### config.mk
export PLATFORM = sky130hd
export DESIGN_NAME = rv32_mc_ctrl
export DESIGN_NICKNAME = d
export VERILOG_FILES = /design/src/rtl/rv32_ctrl_pkg.sv /design/src/rtl/rv32_ctrl_decode.sv /design/src/rtl/rv32_mc_ctrl.sv
export SDC_FILE = /design/constraint.sdc
export NUM_CORES = 1
export LEC_CHECK = 0
export CAP_MARGIN = 0
export CORE_ASPECT_RATIO = 0.9
export CORE_MARGIN = 1
export CORE_UTILIZATION = 30
export DETAILED_ROUTE_END_ITERATION = 10
export HOLD_SLACK_MARGIN = 0.12
export PLACE_DENSITY = 0.81
export SKIP_CTS_REPAIR_TIMING = 1
export SYNTH_ARGS = -nofsm -noshare
export SYNTH_HDL_FRONTEND = slang
export SYNTH_SLANG_ARGS = --single-unit
### constraint.sdc
create_clock -name clk -period 1.8 [get_ports clk]
set_clock_uncertainty 0.15 [all_clocks]
set_input_delay 0.27 -clock clk [delete_from_list [all_inputs] [get_ports clk]]
set_output_delay 0.27 -clock clk [all_outputs]
set_load 0.01 [all_outputs]
### src/rtl/rv32_ctrl_pkg.sv
// rv32_ctrl_pkg: shared state, opcode, class and select encodings for the multi-cycle controller
package rv32_ctrl_pkg;
  typedef logic [2:0] state_t;
  localparam state_t S_FETCH  = 3'd0;
  localparam state_t S_DECODE = 3'd1;
  localparam state_t S_EXEC   = 3'd2;
  localparam state_t S_MEM    = 3'd3;
  localparam state_t S_WB     = 3'd4;
  localparam state_t S_TRAP   = 3'd5;
  localparam logic [6:0] OP_R      = 7'b0110011;
  localparam logic [6:0] OP_I      = 7'b0010011;
  localparam logic [6:0] OP_LOAD   = 7'b0000011;
  localparam logic [6:0] OP_STORE  = 7'b0100011;
  localparam logic [6:0] OP_BRANCH = 7'b1100011;
  localparam logic [6:0] OP_JAL    = 7'b1101111;
  localparam logic [6:0] OP_JALR   = 7'b1100111;
  localparam logic [6:0] OP_LUI    = 7'b0110111;
  localparam logic [6:0] OP_AUIPC  = 7'b0010111;
  localparam logic [2:0] IMM_I = 3'd0;
  localparam logic [2:0] IMM_S = 3'd1;
  localparam logic [2:0] IMM_B = 3'd2;
  localparam logic [2:0] IMM_J = 3'd3;
  localparam logic [2:0] IMM_U = 3'd7;
  localparam logic [3:0] ALU_ADD   = 4'd0;
  localparam logic [3:0] ALU_SUB   = 4'd1;
  localparam logic [3:0] ALU_SLL   = 4'd2;
  localparam logic [3:0] ALU_SLT   = 4'd3;
  localparam logic [3:0] ALU_SLTU  = 4'd4;
  localparam logic [3:0] ALU_XOR   = 4'd5;
  localparam logic [3:0] ALU_SRL   = 4'd6;
  localparam logic [3:0] ALU_SRA   = 4'd7;
  localparam logic [3:0] ALU_OR    = 4'd8;
  localparam logic [3:0] ALU_AND   = 4'd9;
  localparam logic [3:0] ALU_PASSB = 4'd11;
  localparam logic [1:0] WB_MEM = 2'd0;
  localparam logic [1:0] WB_ALU = 2'd1;
  localparam logic [1:0] WB_PC4 = 2'd2;
  typedef enum logic [3:0] {
    CL_ALU_R, CL_ALU_I, CL_LUI, CL_AUIPC, CL_LOAD, CL_STORE, CL_BRANCH, CL_JAL, CL_JALR
  } cls_t;
  typedef struct packed {
    logic       mem_req;
    logic       mem_rw;
    logic       addr_sel;
    logic       ir_we;
    logic       pc_we;
    logic       pc_sel;
    logic [2:0] imm_sel;
    logic       reg_wen;
    logic       br_un;
    logic       a_sel;
    logic       b_sel;
    logic [3:0] alu_sel;
    logic [1:0] wb_sel;
    logic       illegal;
  } ctrl_t;
  function automatic logic [3:0] alu_op(input logic [2:0] f3, input logic alt);
    case (f3)
      3'd0:    return alt ? ALU_SUB : ALU_ADD;
      3'd1:    return ALU_SLL;
      3'd2:    return ALU_SLT;
      3'd3:    return ALU_SLTU;
      3'd4:    return ALU_XOR;
      3'd5:    return alt ? ALU_SRA : ALU_SRL;
      3'd6:    return ALU_OR;
      default: return ALU_AND;
    endcase
  endfunction
endpackage

### src/rtl/rv32_ctrl_decode.sv
// rv32_ctrl_decode: combinational map of the instruction word to class, selects and legality
module rv32_ctrl_decode
  import rv32_ctrl_pkg::*;
(
  input  logic [31:0] instr,
  output cls_t        cls,
  output logic [2:0]  imm_sel,
  output logic [3:0]  alu_sel,
  output logic        br_un,
  output logic        legal
);
  logic [6:0] op, f7;
  logic [2:0] f3;
  logic       unused_ok;
  assign op = instr[6:0];
  assign f3 = instr[14:12];
  assign f7 = instr[31:25];
  assign unused_ok = ^{instr[24:15], instr[11:7]};
  always_comb begin
    cls     = CL_ALU_R;
    imm_sel = IMM_I;
    alu_sel = ALU_ADD;
    legal   = 1'b0;
    br_un   = op == OP_BRANCH && f3[2:1] == 2'b11;
    case (op)
      OP_R: begin
        alu_sel = alu_op(f3, f7[5]);
        legal   = f7 == 7'h00 || (f7 == 7'h20 && (f3 == 3'd0 || f3 == 3'd5));
      end
      OP_I: begin
        cls     = CL_ALU_I;
        alu_sel = alu_op(f3, f3 == 3'd5 && f7[5]);
        legal   = f3 == 3'd1 ? f7 == 7'h00 : f3 == 3'd5 ? (f7 == 7'h00 || f7 == 7'h20) : 1'b1;
      end
      OP_LOAD:   begin cls = CL_LOAD;   legal = f3 == 3'd2; end
      OP_STORE:  begin cls = CL_STORE;  imm_sel = IMM_S; legal = f3 == 3'd2; end
      OP_BRANCH: begin cls = CL_BRANCH; imm_sel = IMM_B; legal = f3[2:1] != 2'b01; end
      OP_JAL:    begin cls = CL_JAL;    imm_sel = IMM_J; legal = 1'b1; end
      OP_JALR:   begin cls = CL_JALR;   legal = f3 == 3'd0; end
      OP_LUI:    begin cls = CL_LUI;    imm_sel = IMM_U; alu_sel = ALU_PASSB; legal = 1'b1; end
      OP_AUIPC:  begin cls = CL_AUIPC;  imm_sel = IMM_U; legal = 1'b1; end
      default:   legal = 1'b0;
    endcase
  end
endmodule

### src/rtl/rv32_mc_ctrl.sv
// rv32_mc_ctrl: multi-cycle RV32I control FSM sharing one memory port for fetch and data.
// Performance counters are built only when RV32_MC_PERF_EN is defined.
module rv32_mc_ctrl
  import rv32_ctrl_pkg::*;
#(
  parameter int CNT_W = 32
) (
  input  logic             clk,
  input  logic             rst_n,
  input  logic [31:0]      instr,
  input  logic             breq,
  input  logic             brlt,
  input  logic             mem_ready,
  output logic             mem_req,
  output logic             mem_rw,
  output logic             addr_sel,
  output logic             ir_we,
  output logic             pc_we,
  output logic             pc_sel,
  output logic [2:0]       imm_sel,
  output logic             reg_wen,
  output logic             br_un,
  output logic             a_sel,
  output logic             b_sel,
  output logic [3:0]       alu_sel,
  output logic [1:0]       wb_sel,
  output logic             illegal,
  output logic [CNT_W-1:0] cycle_cnt,
  output logic [CNT_W-1:0] instret_cnt
);
  state_t     state_q, state_d;
  cls_t       cls;
  logic [2:0] dec_imm;
  logic [3:0] dec_alu;
  logic       dec_br_un, legal, taken, is_br, is_ld, is_st, is_jmp;
  ctrl_t      c, o;
  rv32_ctrl_decode u_decode (
    .instr   (instr),
    .cls     (cls),
    .imm_sel (dec_imm),
    .alu_sel (dec_alu),
    .br_un   (dec_br_un),
    .legal   (legal)
  );
  assign is_br  = cls == CL_BRANCH;
  assign is_ld  = cls == CL_LOAD;
  assign is_st  = cls == CL_STORE;
  assign is_jmp = cls == CL_JAL || cls == CL_JALR;
  // funct3[2] picks lt vs eq, funct3[0] inverts the sense (BNE/BGE/BGEU)
  assign taken  = (instr[14] ? brlt : breq) ^ instr[12];
  always_comb begin
    c       = '0;
    state_d = state_q;
    case (state_q)
      S_FETCH: begin
        c.mem_req = 1'b1;
        c.ir_we   = mem_ready;
        state_d   = mem_ready ? S_DECODE : S_FETCH;
      end
      S_DECODE: state_d = legal ? S_EXEC : S_TRAP;
      S_EXEC: begin
        c.imm_sel = dec_imm;
        c.alu_sel = dec_alu;
        c.a_sel   = cls inside {CL_AUIPC, CL_JAL, CL_BRANCH};
        c.b_sel   = cls != CL_ALU_R;
        c.br_un   = dec_br_un;
        c.pc_we   = is_br;
        c.pc_sel  = is_br && taken;
        state_d   = is_br ? S_FETCH : (is_ld || is_st) ? S_MEM : S_WB;
      end
      S_MEM: begin
        c.mem_req  = 1'b1;
        c.addr_sel = 1'b1;
        c.mem_rw   = is_st;
        c.pc_we    = is_st && mem_ready;
        state_d    = !mem_ready ? S_MEM : is_st ? S_FETCH : S_WB;
      end
      S_WB: begin
        c.reg_wen = 1'b1;
        c.pc_we   = 1'b1;
        c.pc_sel  = is_jmp;
        c.wb_sel  = is_ld ? WB_MEM : is_jmp ? WB_PC4 : WB_ALU;
        state_d   = S_FETCH;
      end
      S_TRAP:  c.illegal = 1'b1;
      default: state_d = S_FETCH;
    endcase
  end
  assign o = rst_n ? c : '0;
  assign {mem_req, mem_rw, addr_sel, ir_we, pc_we, pc_sel, imm_sel, reg_wen,
          br_un, a_sel, b_sel, alu_sel, wb_sel, illegal} = o;
  always_ff @(posedge clk or negedge rst_n)
    if (!rst_n) state_q <= S_FETCH;
    else        state_q <= state_d;
`ifdef RV32_MC_PERF_EN
  logic [CNT_W-1:0] cycle_q, cycle_d, instret_q, instret_d;
  always_comb begin
    cycle_d   = cycle_q + CNT_W'(1);
    instret_d = instret_q + CNT_W'(o.pc_we);
  end
  always_ff @(posedge clk or negedge rst_n)
    if (!rst_n) begin
      cycle_q   <= '0;
      instret_q <= '0;
    end else begin
      cycle_q   <= cycle_d;
      instret_q <= instret_d;
    end
  assign cycle_cnt   = cycle_q;
  assign instret_cnt = instret_q;
`else
  assign cycle_cnt   = '0;
  assign instret_cnt = '0;
`endif
endmodule

# Yosys cells after proc, flatten, opt, wreduce, memory -nomap -nowiden
# Cells that the tools add are included.
# totals
regBits,3
in_bits,37
out_inout_bits,84
wordCells,83
# classes
n_eq_ne,29
mux,33
n_bitwise,1
reduce_logical,19
# op_table
op,count
case mux 4 bit (7 select lines),2
case mux 4 bit (8 select lines),1
"equality test 7 x 6 -> 1 bit, second input constant",4
"equality test 7 bit, second input constant",3
2-to-1 mux 20 bit,1
2-to-1 mux 3 bit,6
"equality test 4 x 3 -> 1 bit, second input constant",4
"equality test 3 bit, second input constant",5
case mux 3 bit (5 select lines),1
"equality test 7 x 5 -> 1 bit, second input constant",2
"equality test 3 x 2 -> 1 bit, second input constant",4
2-to-1 mux 1 bit,12
case mux 3 bit (4 select lines),1
case mux 4 bit (3 select lines),1
2-to-1 mux 2 bit,4
"equality test 7 x 2 -> 1 bit, second input constant",1
zero test 7 bit,1
2-to-1 mux 7 bit,1
"equality test 3 x 1 -> 1 bit, second input constant",2
zero test 3 bit,2
case mux 1 bit (6 select lines),1
OR reduction 2 bit,3
logical AND 1 bit,5
logical OR 1 bit,5
10 further kinds,10

# Logic depth before layout (Yosys ltp)
# Gate-level depths: netlist of the first run.
# depth
depth_word,8
mapped_depth,7
depth_no_buf,5

# Hierarchy
# A second synthesis of the first run with hierarchy kept.
# unflattened
cells_unflattened,202
area_unflattened_um2,1406.3
# modules_own_cells
mod,n_inst,cells_per_inst,area_each_um2,seq_area_each_um2
rv32_mc_ctrl,1,136,1024.7,75.1
rv32_ctrl_decode,1,66,381.6,0.0

# Worst setup path after synthesis of the first run
# Ideal clock, no wire load.
# synth_path
kind,input-to-output
from,input port instr[2]
to,output port alu_sel[0]
arrival_ps,1352
required_time_ps,1380
setup_slack_ps,28
cell_stages,6
n_path_buf,2
cell_sequence,buf_4 -> nand4bb_1 -> buf_2 -> nor2_2 -> nand2_1 -> o31ai_1
# synth_via
elab_chain_len,4
elab_cells_between_ends,6
classes_between,3 x eq/ne; 3 x mux
# synth_rtl
element,line,text
"start, declared",rv32_mc_ctrl.sv:10,"input logic [31:0] instr,"
equality test 7 x 6 -> 1 bit / equality test 7 x 5 -> 1 bit (equally long branches),n/a,
case mux 4 bit (3 select lines) *,rv32_ctrl_decode.sv:25,case (op)
2-to-1 mux 7 bit *,rv32_mc_ctrl.sv:54,case (state_q)
2-to-1 mux 20 bit *,rv32_mc_ctrl.sv:89,assign o = rst_n ? c : '0;
"end, declared",rv32_mc_ctrl.sv:25,"output logic [3:0] alu_sel,"
# Every way passes the cells marked *; elsewhere a longest branch is shown, timed or not.

# Worst setup path in the final report of the first run
# layout_path
from,input port instr[3]
to,output port wb_sel[0]
# layout_via
elab_chain_len,8
elab_cells_between_ends,17
classes_between,11 x eq/ne; 5 x mux; 1 x reduce/logical
# layout_rtl
element,line,text
"equality test 7 x 5 -> 1 bit, or another cell as far along",rv32_ctrl_decode.sv:25,
case mux 4 bit (8 select lines) *,rv32_ctrl_decode.sv:25,
equality test 4 x 3 -> 1 bit / equality test 4 bit (equally long branches),rv32_mc_ctrl.sv:48,assign is_jmp = cls == CL_JAL || cls == CL_JALR;
logical OR 1 bit,rv32_mc_ctrl.sv:48,
2-to-1 mux 2 bit,rv32_mc_ctrl.sv:82,c.wb_sel = is_ld ? WB_MEM : is_jmp ? WB_PC4 : WB_ALU;
2-to-1 mux 2 bit *,rv32_mc_ctrl.sv:82,
2-to-1 mux 2 bit *,rv32_mc_ctrl.sv:54,
2-to-1 mux 20 bit *,rv32_mc_ctrl.sv:89,
"end, declared",rv32_mc_ctrl.sv:26,"output logic [1:0] wb_sel,"
# Marked as above.

==> flow_summary.yaml, run 1 <==
clock_tree:
  clock_path_buffers: 2
  cts_buffers: 3
  htreeDepth: 1
  clk_latency_ps: 210
  clock-root-buffer: "clkbuf_8"
  clk_pin_slew_ps: 30
  numClockSinks: 3
  cts_tree: "yes"
finish:
  fill_cells: 381
  fin_nets: 298
  area_growth_pct: 59.0
  fin_util: 0.517
  largest_register: "state_q"
  reg.largest.list: "state_q x3"
  antennaDiodeCount: 0
  finalNonFillerCells: 306
  finalInstanceArea_mm2: 0.00198
  drive_above_1_share: 0.408
  largest_register_ffs: 3
logic_synthesis:
  synthFlopType: "dfrtp_1"
  yosysSeqAreaShare: 0.0602
  yosys-top-cells-count: "65 x buf_4, 14 x nor2_1, 8 x nand2_1, 8 x o21ai_0"
  ys_ff_latch: 3
  avgSynthCellArea_um2: 6.89
  syn_area_mm2: 0.00125
  ys_types: 46
  synth_edf_count: 0
  synth_top_cell_area_share: 0.392
  yosys_warnings: 0
  syn_inst: 181
  synthArstFlopShare: 1.00
  yosysMostFrequentCell: "buf_4"
  synthTopCellsByArea: "buf_4 39%, dfrtp_1 6.0%, nor2_1 4.2%"
  yosys.area.top_type: "buf_4"
power_and_ir_drop:
  powerDensity_mw_per_mm2: 258
  power.leakage_nw: 1.12
  finalPower_mw: 0.512
  ir_drop_mv: 0.139
placement:
  dpl_cell_area_mm2: 0.00171
  io_buffers: 41
  dp_hpwl_um: 2600
  finalWeightedCongestion: 0.909
  placed_cells: 295
die:
  die_area_mm2: 0.00442
  core_mm2: 0.00384
  die_x_um: 69.9
  start_util: 0.325
  rows: 21
  dieHeight_um: 63.1
  pin_count: 121
global_routing:
  grt.overflow.total: 0
  grt_pass1_wl_um: 4820
  grt_pass1_vias: 1077
  grt_max_degree: 11
  grtUsageTotal: 0.129
  antenna_found_initial: 0
timing:
  hold_viol: 0
  rsz0062_at_grt: "true"
  fin_crit_ps: 1960
  finalSetupViolations: 10
  worst_slack_ps: -163
  slew_violations: 0
  clock.fmax_mhz: 510
  timing.final.crit_share: 1.09
worst_setup_path:
  crit_type: "input port to output pin"
  cp_slowest_stage_delay_ps: 390
  crit_top_cell: "buf_6"
  crit_chain: "buf_6, nand4bb_4, buf_6, or3_4, o211a_1, buf_2"
  start_kind: "input port"
  critPathMaxFanout: 7
  cp.required_ps: 1380
  cp-end-kind: "output pin"
  r2r_cells: 6
  critical_path_arrival_ps: 1540
  slowest_stage: "or3_4"
  r2r_slack_ps: 310
  r2r_start: "state_q[0]"
  reg2reg_to: "state_q[2]"
route:
  wl_per_cell_um: 11.6
  drt_iter0_drc: 58
  drtPass1Iterations: 4
  vias: 1343
  via_per_inst: 4.39
  drc: 0
  drtAntennaViolNets: 0
  finalWirelength_um: 3540
min_path:
  hp-class: "input port to flip-flop"
  worst_hold_path.num_cells: 5
  min-delay-start: "instr[3]"
  whs_endpoint: "state_q[2]"
flow_run:
  max-cap-violations: 0
status:
  violations: "setup timing"
  status: "finished with violations"
## how the worst max path moves through the flow
stage,start,end,slack (ps),cells after the start
CTS,instr[2],alu_sel[0],-870,8
detailed placement,instr[2],alu_sel[0],-870,8
floorplan,instr[2],alu_sel[0],30,6
global placement,instr[2],alu_sel[1],-810,8
global route,state_q[1],imm_sel[0],-200,6
finish,instr[3],wb_sel[0],-160,6
## cells in the final DEF, fill, tap and decap left out, types with 2 or more instances in the layout
| cell | instances |
|---|---|
| o211ai_1 | 2 |
| nand3_1 | 5 |
| nor4b_2 | 2 |
| clkbuf_2 | 6 |
| nor2_2 | 4 |
| nand2_4 | 2 |
| nor2_1 | 9 |
| dfrtp_1 | 3 |
| buf_6 | 8 |
| o21ai_0 | 5 |
| o21ai_1 | 3 |
| nor2b_1 | 4 |
| nand2b_4 | 3 |
| buf_2 | 12 |
| nor3_2 | 2 |
| dlymetal6s2s_1 | 14 |
| nand2_1 | 6 |
| nor2b_4 | 2 |
| and3_4 | 2 |
| clkdlybuf4s50_1 | 6 |
| clkbuf_8 | 3 |
| buf_4 | 39 |
| conb_1 | 64 |
| and3_1 | 3 |
| xnor2_1 | 2 |
| nor3_1 | 3 |
| nor2_4 | 2 |
| a21oi_1 | 7 |
## power breakdown
| group | switching (mW) | total, mW | internal, mW |
|---|---|---|---|
| Combinational | 0.146 | 0.250 | 0.103 |
| Clock | 0.0435 | 0.194 | 0.151 |
| Sequential | 0 | 0.0679 | 0.0679 |
## worst max-delay path: cells and delay by family
family	cells	cell delay [ps]
compound gates	1	230
buf+inv	3	400
simple gates	2	640
## cells by family (layout without fill, tap and decap cells)
family / after synthesis / after routing / share of synthesized area
AOI/OAI and AO/OA: 32 / 32 / 0.184
xor gates and xnor gates: 2 / 2 / 0.0141
buffers and inverters: 75 / 91 / 0.426
DFF: 3 / 3 / 0.0602
muxes: 2 / 2 / 0.0171
other: 1 / 64 / 0.00301
and+or+nand+nor: 66 / 66 / 0.296
## through the flow
stage / setup TNS, ps / hold WS, ps / worst slack, ps
final: -768 / 447 / -163
after floorplan: 0 / -176 / 28.0
after CTS: -14320 / 286 / -866
after global placement: -14070 / 480 / -811
after detailed placement: -14790 / 485 / -867
after global routing: -1670 / 466 / -204
## area by class of cell
| type | instances | area, um2 | area share |
|---|---|---|---|
| multi-input combinational | 166 | 1080 | 0.546 |
| timing repair buffer | 86 | 718 | 0.362 |
| sequential | 3 | 75.1 | 0.0379 |
| tap | 46 | 57.6 | 0.0290 |
| clock buffer | 4 | 45.0 | 0.0227 |
| inverter | 1 | 3.75 | 0.00189 |
## layer usage
layer / vias to the layer above / track usage / share of wire
li1: 654 / - / -
met1: 614 / 0.171 / 0.41
met2: 75 / 0.216 / 0.51
met3: 0 / 0.0304 / 0.073
met4: 0 / 0.0225 / 0
met5: - / 0 / 0
(Power assumes the default switching activity.)
==> run 2: changes to the inputs <==
Settings changed: PLACE_DENSITY 0.81 to 0.9.
==> flow_summary.yaml, run 2 (synthesized netlist as in run 1, its figures left out) <==
finish:
  layout_commonest_cell: "conb_1"
  largest_register_ffs: 3
  final_cell_mix: "64 x conb_1, 39 x buf_4, 15 x buf_6"
  antennaDiodeCount: 0
  fin_nets: 304
  largest_register: "state_q"
  reg.largest.list: "state_q x3"
  drive_above_1_share: 0.444
  area_growth_pct: 65.5
  fill_cells: 364
worst_setup_path:
  start_kind: "flip-flop"
  cp.required_ps: 1380
  cp-end-kind: "output pin"
  critical_path_arrival_ps: 1500
  crit_type: "flip-flop to output pin"
  critPathMaxFanout: 3
  r2r_slack_ps: 310
placement:
  io_buffers: 41
  pre_cts_slack_ps: -868
  dp_hpwl_um: 2620
  finalWeightedCongestion: 0.868
die:
  dieHeight_um: 63.1
  pin_count: 121
  die_x_um: 69.9
  rows: 21
  core_mm2: 0.00384
  start_util: 0.325
  die_area_mm2: 0.00442
global_routing:
  met3_usage: 0.0272
  grt_pass1_wl_um: 4880
  grt_max_degree: 11
  gr-usage-met2: 0.222
  top_usage_layer: "met2"
  grt_pass1_vias: 1110
  antenna_found_initial: 0
  met1_usage: 0.176
  grtUsageTotal: 0.132
  grt.overflow.total: 0
timing:
  rsz0062_at_grt: "true"
  slew_violations: 0
  fin_crit_ps: 1920
  timing.final.crit_share: 1.07
  hold_viol: 0
  finalSetupViolations: 8
  clock.fmax_mhz: 521
  worst_slack_ps: -120
route:
  drt_iter0_drc: 83
  drtPass1Iterations: 5
  via_per_inst: 4.45
  wl_per_cell_um: 11.9
  finalWirelength_um: 3700
  drtAntennaViolNets: 0
  vias: 1389
  drc: 0
clock_tree:
  clock_path_buffers: 2
  clk_pin_slew_ps: 30
  htreeDepth: 1
  clk_latency_ps: 220
  clock-root-buffer: "clkbuf_8"
  cts_buffers: 3
  numClockSinks: 3
  cts_tree: "yes"
power_and_ir_drop:
  finalPower_mw: 0.518
  powerDensity_mw_per_mm2: 251
  ir_drop_mv: 0.196
  power.leakage_nw: 1.16
flow_run:
  max-cap-violations: 0
status:
  violations: "setup timing"
  status: "finished with violations"
min_path:
  hp-class: "input port to flip-flop"
## run 2: final timing paths
| check | start | endpoint | cells after the start |
|---|---|---|---|
| max | state_q[0] | alu_sel[0] | 6 |
| min | instr[4] | state_q[2] | 4 |
| max reg2reg | state_q[0] | state_q[2] | 6 |
| min reg2reg | state_q[2] | state_q[2] | 2 |
| max in group asynchronous | rst_n | state_q[2] | 4 |
| min in group asynchronous | rst_n | state_q[1] | 4 |
## run 2: final cells by class
cell class / count / area (um2) / area share
multi-input cells: 166 / 1100 / 0.532
inverters: 1 / 3.75 / 0.00182
well taps: 46 / 57.6 / 0.0279
clock buffers: 4 / 45.0 / 0.0218
repair buffers: 92 / 782 / 0.379
flip-flops and latches: 3 / 76.3 / 0.0370
## run 2: worst max-delay path, cell delays in order (launching register included)
cell	delay [ps]
dfrtp_1	390
nor2b_2	160
and3_4	260
and2_4	180
nand2_4	70
o31ai_2	60
buf_2	170
## run 2: where the power goes
part	leakage [nW]	internal [mW]	switching, mW	total, mW
registers	0.0312	0.0679	0	0.0679
clock network	0.0228	0.151	0.0456	0.197
logic	1.11	0.105	0.148	0.253
total	1.16	0.324	0.194	0.518
## run 2: through the flow
| step | hold WS [ps] | std cells | TNS, ps | utilization | instance area, um2 |
|---|---|---|---|---|---|
| global placement | 420 | 298 | -13740 | 0.451 | 1730 |
| floorplan | -176 | 244 | 0 | - | 1480 |
| global route | 436 | 312 | -1310 | 0.538 | 2060 |
| detailed placement | 419 | 298 | -14490 | 0.451 | 1730 |
| CTS | 327 | 302 | -13980 | 0.463 | 1780 |
| finish | 418 | 312 | -490 | 0.538 | 2060 |
## run 2: layer usage
layer	part of all wire	vias up
met5	0	-
met4	0.0032	0
met3	0.062	2
met2	0.53	72
met1	0.40	646
li1	-	669
